**src/rtl/press_qualifier.sv**
```systemverilog
// Push-button input stage: synchronises and debounces a raw button into the
// level `w`, and qualifies each press with `n` when it begins inside the
// response window opened by `prompt`.
module press_qualifier #(
   parameter int unsigned DEBOUNCE_CYCLES = 1000,
   parameter int unsigned WINDOW_CYCLES   = 5000
) (
   input  logic clock,
   input  logic reset,
   input  logic button_raw,
   input  logic prompt,
   output logic w,
   output logic n,
   output logic window_active,
   output logic press_pulse
);

   localparam int unsigned DW = $clog2(DEBOUNCE_CYCLES + 1);
   localparam int unsigned WW = $clog2(WINDOW_CYCLES + 1);

   localparam logic [DW-1:0] DMAX  = DW'(DEBOUNCE_CYCLES - 1);
   localparam logic [WW-1:0] WLOAD = WW'(WINDOW_CYCLES);

   logic          sync1;
   logic          s;
   logic [DW-1:0] dcnt;
   logic [WW-1:0] wcnt;

   // Window is open whenever the countdown has not yet expired.
   assign window_active = (wcnt != '0);

   // Synchroniser, debounce, press qualification and window countdown.
   always_ff @(posedge clock) begin
      if (reset) begin
         sync1       <= 1'b0;
         s           <= 1'b0;
         dcnt        <= '0;
         wcnt        <= '0;
         w           <= 1'b0;
         n           <= 1'b0;
         press_pulse <= 1'b0;
      end else begin
         sync1       <= button_raw;
         s           <= sync1;
         press_pulse <= 1'b0;

         if (s == w) begin
            dcnt <= '0;
         end else if (dcnt == DMAX) begin
            w    <= s;
            dcnt <= '0;
            if (s) begin
               // A prompt arriving on the same edge counts as in-window.
               n           <= (wcnt != '0) || prompt;
               press_pulse <= 1'b1;
            end else begin
               n <= 1'b0;
            end
         end else begin
            dcnt <= dcnt + 1'b1;
         end

         if (prompt) begin
            wcnt <= WLOAD;
         end else if (wcnt != '0) begin
            wcnt <= wcnt - 1'b1;
         end
      end
   end

endmodule

```
**config.mk**
```make
export PLATFORM = sky130hd
export DESIGN_NAME = press_qualifier
export DESIGN_NICKNAME = d
export VERILOG_FILES = /design/src/rtl/press_qualifier.sv
export SDC_FILE = /design/constraint.sdc
export NUM_CORES = 1
export LEC_CHECK = 0
export ABC_AREA = 1
export BUFFER_PORTS_ARGS = -buffer_cell sky130_fd_sc_hd__buf_2
export CELL_PAD_IN_SITES_DETAIL_PLACEMENT = 2
export CELL_PAD_IN_SITES_GLOBAL_PLACEMENT = 2
export CORE_MARGIN = 2
export CORE_UTILIZATION = 36
export CTS_BUF_LIST = sky130_fd_sc_hd__clkbuf_4
export CTS_CLUSTER_DIAMETER = 200
export CTS_CLUSTER_SIZE = 25
export DETAILED_ROUTE_END_ITERATION = 12
export PLACE_DENSITY = 0.81
export SYNTH_ARGS = -nofsm -noshare
export SYNTH_HDL_FRONTEND = slang
export SYNTH_SLANG_ARGS = --single-unit
export TNS_END_PERCENT = 100
```
**constraint.sdc**
```tcl
create_clock -name clock -period 1.45 [get_ports clock]
set_input_delay 0 -clock clock [delete_from_list [all_inputs] [get_ports clock]]
set_output_delay 0 -clock clock [all_outputs]
set_load 0.03 [all_outputs]
```
==> results by stage <==
Critical path:
- The cell seen most often among critical-path stages is nand3_4.
- The worst setup path is launched from a flip-flop.
- The stage delay of the slowest cell on the critical path is 0.37 ns.
- Of all nets on the critical path, the largest fanout is 10.
- The arrival time reported for the critical path endpoint is 1.70 ns.
- For this design, the slowest cell found on the critical path is dfxtp_2.
- Data on the critical path is required at its endpoint by 1.75 ns.
- Counting both buffers and inverters, the worst setup path holds a total of 1.
- The endpoint kind of the worst setup timing path is a flip-flop.
- The type of the worst setup path is reg -> reg.
- Traced cell by cell, the critical path runs through ha_1 > nand2_1 > inv_1 > nand3_4 > nand3_4 > nor3b_2.
- The family of cells with the greatest summed delay on the critical path is simple AND/OR/NAND/NOR gates.

Timing:
- The worst path meets setup with 0.0497 ns of slack.
- The total negative slack is 0 ns.
- The count of endpoints failing hold in the final timing report was 0.
- The minimum clock period is 1.40 ns.
- The post-route fraction of the period consumed by the critical path is 96.6%.
- The final number of max-transition violations is 0.
- Setup violations remaining at the end of the flow were counted as 0.
- Timing would allow up to 0.714 GHz.
- The worst setup skew after layout is 0.00986 ns.
- The transition time at the pin with the least slew margin is 0.442 ns.
- Measured against its own limit, the worst slew margin works out to 70.4%.
- The post-route worst hold slack is 0.435 ns.

CTS:
- The number of sinks on the clock net is 28.
- The clock passes through at most 2 buffers.
- The clock slew seen by the registers of the worst setup and hold paths is 0.17 ns.
- The latest clock arrival within the worst-skew pair is 0.35 ns.
- Clock tree synthesis inserted a total of 3 buffers.
- The CTS tree is yes.
- CTS built an H-tree with a depth of 1.
- The master cell of the clock root buffer is clkbuf_4.

Synth:
- The most used flip-flop cell after synthesis is dfxtp_1.
- After synthesis, the share of flip-flops with an asynchronous set or reset is 0%.
- The flip-flop and latch count after synthesis is 28.
- The synthesized netlist contains 27 unique library cells.
- The main combinational cell family by area after synthesis is simple AND/OR/NAND/NOR gates.
- The number of nets in the synthesized netlist is 204.
- Summing the areas of all compound-gate instances in the mapped netlist gives 7.89% of the synthesized area.
- For this run, the register share of the synthesized area comes to 38.0%.
- The fraction of the mapped netlist area in adder cells is 2.55%.
- A synthesized cell averages 7.48 um^2.
- The post-synthesis share of cell area spent on and, or, nand and nor gates is 44.5%.
- The number of instances in the synthesized netlist is 197.
- The count of synthesis-stage warnings from yosys is 0.
- The post-synthesis instance area is 1470 um^2.
- The mux share of post-synthesis cell area is 0%.
- The synthesized design contains 0 enable-type register cells.
- The synthesized netlist devotes 1.19% of its cell area to XOR and XNOR gates.

GRT:
- The maximum number of pins on one net before global-route repair is 17.
- The number of global-route vias before repair is 1360.
- Global routing finished with a remaining overflow of 0.
- The number of antenna violations at the first check in global routing is 0.
- The global-route wire length before repair is 6850 um.
- Global routing consumed, over all layers together, 19.8% of the routing resources.

Drt:
- The first-pass detailed-route iteration total is 4.
- The number of DRC markers in iteration 0 is 37.
- The number of design rule violations left after detail routing is 0.
- The mean number of vias per cell is 5.16.
- Summed over all layers, the routed wires come to 4400 um.
- The routed layout has 1377 vias.
- In the final routed layout, each cell accounts on average for 16.5 um.
- The count of nets left with antenna violations once routing finished came out at 0.

Floorplan:
- The floorplan step defined a die boundary enclosing 4620 um^2.
- In this run the core area contains 23 standard-cell rows.
- Measured along the x axis, the die boundary spans 68.0 um.
- The region available for standard cell placement spans 3970 um^2.
- For this design the top-level I/O count stands at 8.
- The die is 68.0 um tall.
- Once the floorplan was initialized, standard cells occupied 37.1% of the core.

Place:
- The number of buffer cells added on primary ports is 7.
- After legalization and detailed placement, the total HPWL measured 3130 um.
- The congestion estimate from routability-driven global placement came to 0.898.
- The post-placement worst setup slack is 0.0518 ns.

Cells and area:
- The repair_antennas step left the layout with diodes totalling 0.
- Leaving out fill and tap cells, the most frequent cells in the layout are nand2_1 (43), nor2_1 (26), dfxtp_1 (22).
- Leaving out fill and tap cells, the most frequent cell in the layout is nand2_1.
- The proportion of layout cells with a drive suffix above 1 is 27.2%.
- The synthesis-to-finish area growth is 19.7%.
- The final net count is 225.

Status:
- The flow ran to the end, and the final reports show no timing, DRC or antenna violations.

Job:
- Across the run, the number of max-cap violations was 0.

Pwr:
- For this design the ratio of total power to cell area is 1030 nW/um^2.
- The largest vdd supply drop is 460 uV.
- The completed layout was analyzed and its total power is 1820 uW.
- The static leakage is 0.000705 uW.

Hold path:
- The worst hold path belongs to the class in -> reg.
[flip-flops by register name, summed over array words and instances (netlist names)]
signal       cells
wcnt            13
s                1
w                1
press_pulse      1
n                1
sync1            1
dcnt            10
[layout make-up]
type                            count  area, um^2
Clock buffer                        3        22.5
Clock inverter                      1        30.0
Fill cell                         466        2210
Inverter                           23        91.3
Multi-Input combinational cell    146         866
Sequential cell                    28         573
Tap cell                           50        62.6
Timing Repair Buffer               16         119
[where the power goes]
| group | total (uW) | internal (uW) | switching (uW) |
|---|---|---|---|
| clock | 549 | 280 | 269 |
| combinational | 418 | 159 | 259 |
| sequential | 853 | 806 | 47.0 |
[synth_stat cells (3+ instances only)]
| library cell | n | share of area (%) |
|---|---|---|
| nor2_4 | 8 | 6.1 |
| dfxtp_1 | 28 | 38 |
| nor2_1 | 28 | 7.1 |
| nand3b_1 | 4 | 2.0 |
| inv_1 | 20 | 5.1 |
| a21oi_1 | 13 | 4.4 |
| nand3_1 | 11 | 3.7 |
| o21ai_0 | 7 | 2.4 |
| nor2_2 | 4 | 1.7 |
| nand2_1 | 44 | 11 |
| ha_1 | 3 | 2.5 |
| nand3_2 | 4 | 2.7 |
| nand4_1 | 4 | 1.7 |
[tightest hold or removal path: stages]
cell	delay, ns
dlygate4sd3_1	0.52
buf_2	0.19
a21oi_1	0.05
[metal layers]
| metal | vias to the layer above | part of all wire [%] | track usage [%] |
|---|---|---|---|
| met3 | 8 | 1.7 | 2.63 |
| met4 | 0 | 2.4 | 6.00 |
| met2 | 15 | 51 | 33.5 |
| li1 | 677 | - | - |
| met1 | 677 | 45 | 26.1 |
| met5 | - | 0 | 0 |
[metrics by stage]
step | instance area, um^2 | std cells | utilization, %
after floorplan | 1470 | 197 | -
after global placement | 1570 | 254 | 39.6
after detailed placement | 1570 | 254 | 39.6
after CTS | 1680 | 262 | 42.2
after global routing | 1760 | 267 | 44.4
final | 1760 | 267 | 44.4
[repair_timing]
| action | in CTS | in global routing |
|---|---|---|
| resized for setup | 7 | 17 |
| hold buffers | 4 | 0 |
| endpoints found under the hold margin | 6 | 0 |
| buffers inserted | 0 | 5 |
| endpoints found under the setup margin | 1 | 3 |
| pin swaps | 0 | 2 |
[path summary, 6_finish.rpt]
check / from / end / slack (ns) / depth (start not counted)
worst min register to register: dcnt[0] / dcnt[0] / 0.43 / 1
worst min-delay path: reset / wcnt[8] / 0.43 / 3
worst max register to register: dcnt[0] / dcnt[3] / 0.05 / 6
worst max-delay path: dcnt[0] / dcnt[3] / 0.05 / 6
[cells by family after synthesis]
family | count (synthesis)
flops | 28
fa+ha+maj | 3
xor+xnor | 2
simple gates | 119
compound gates | 22
buf+inv | 23
Power figures use the tool's default switching activity.
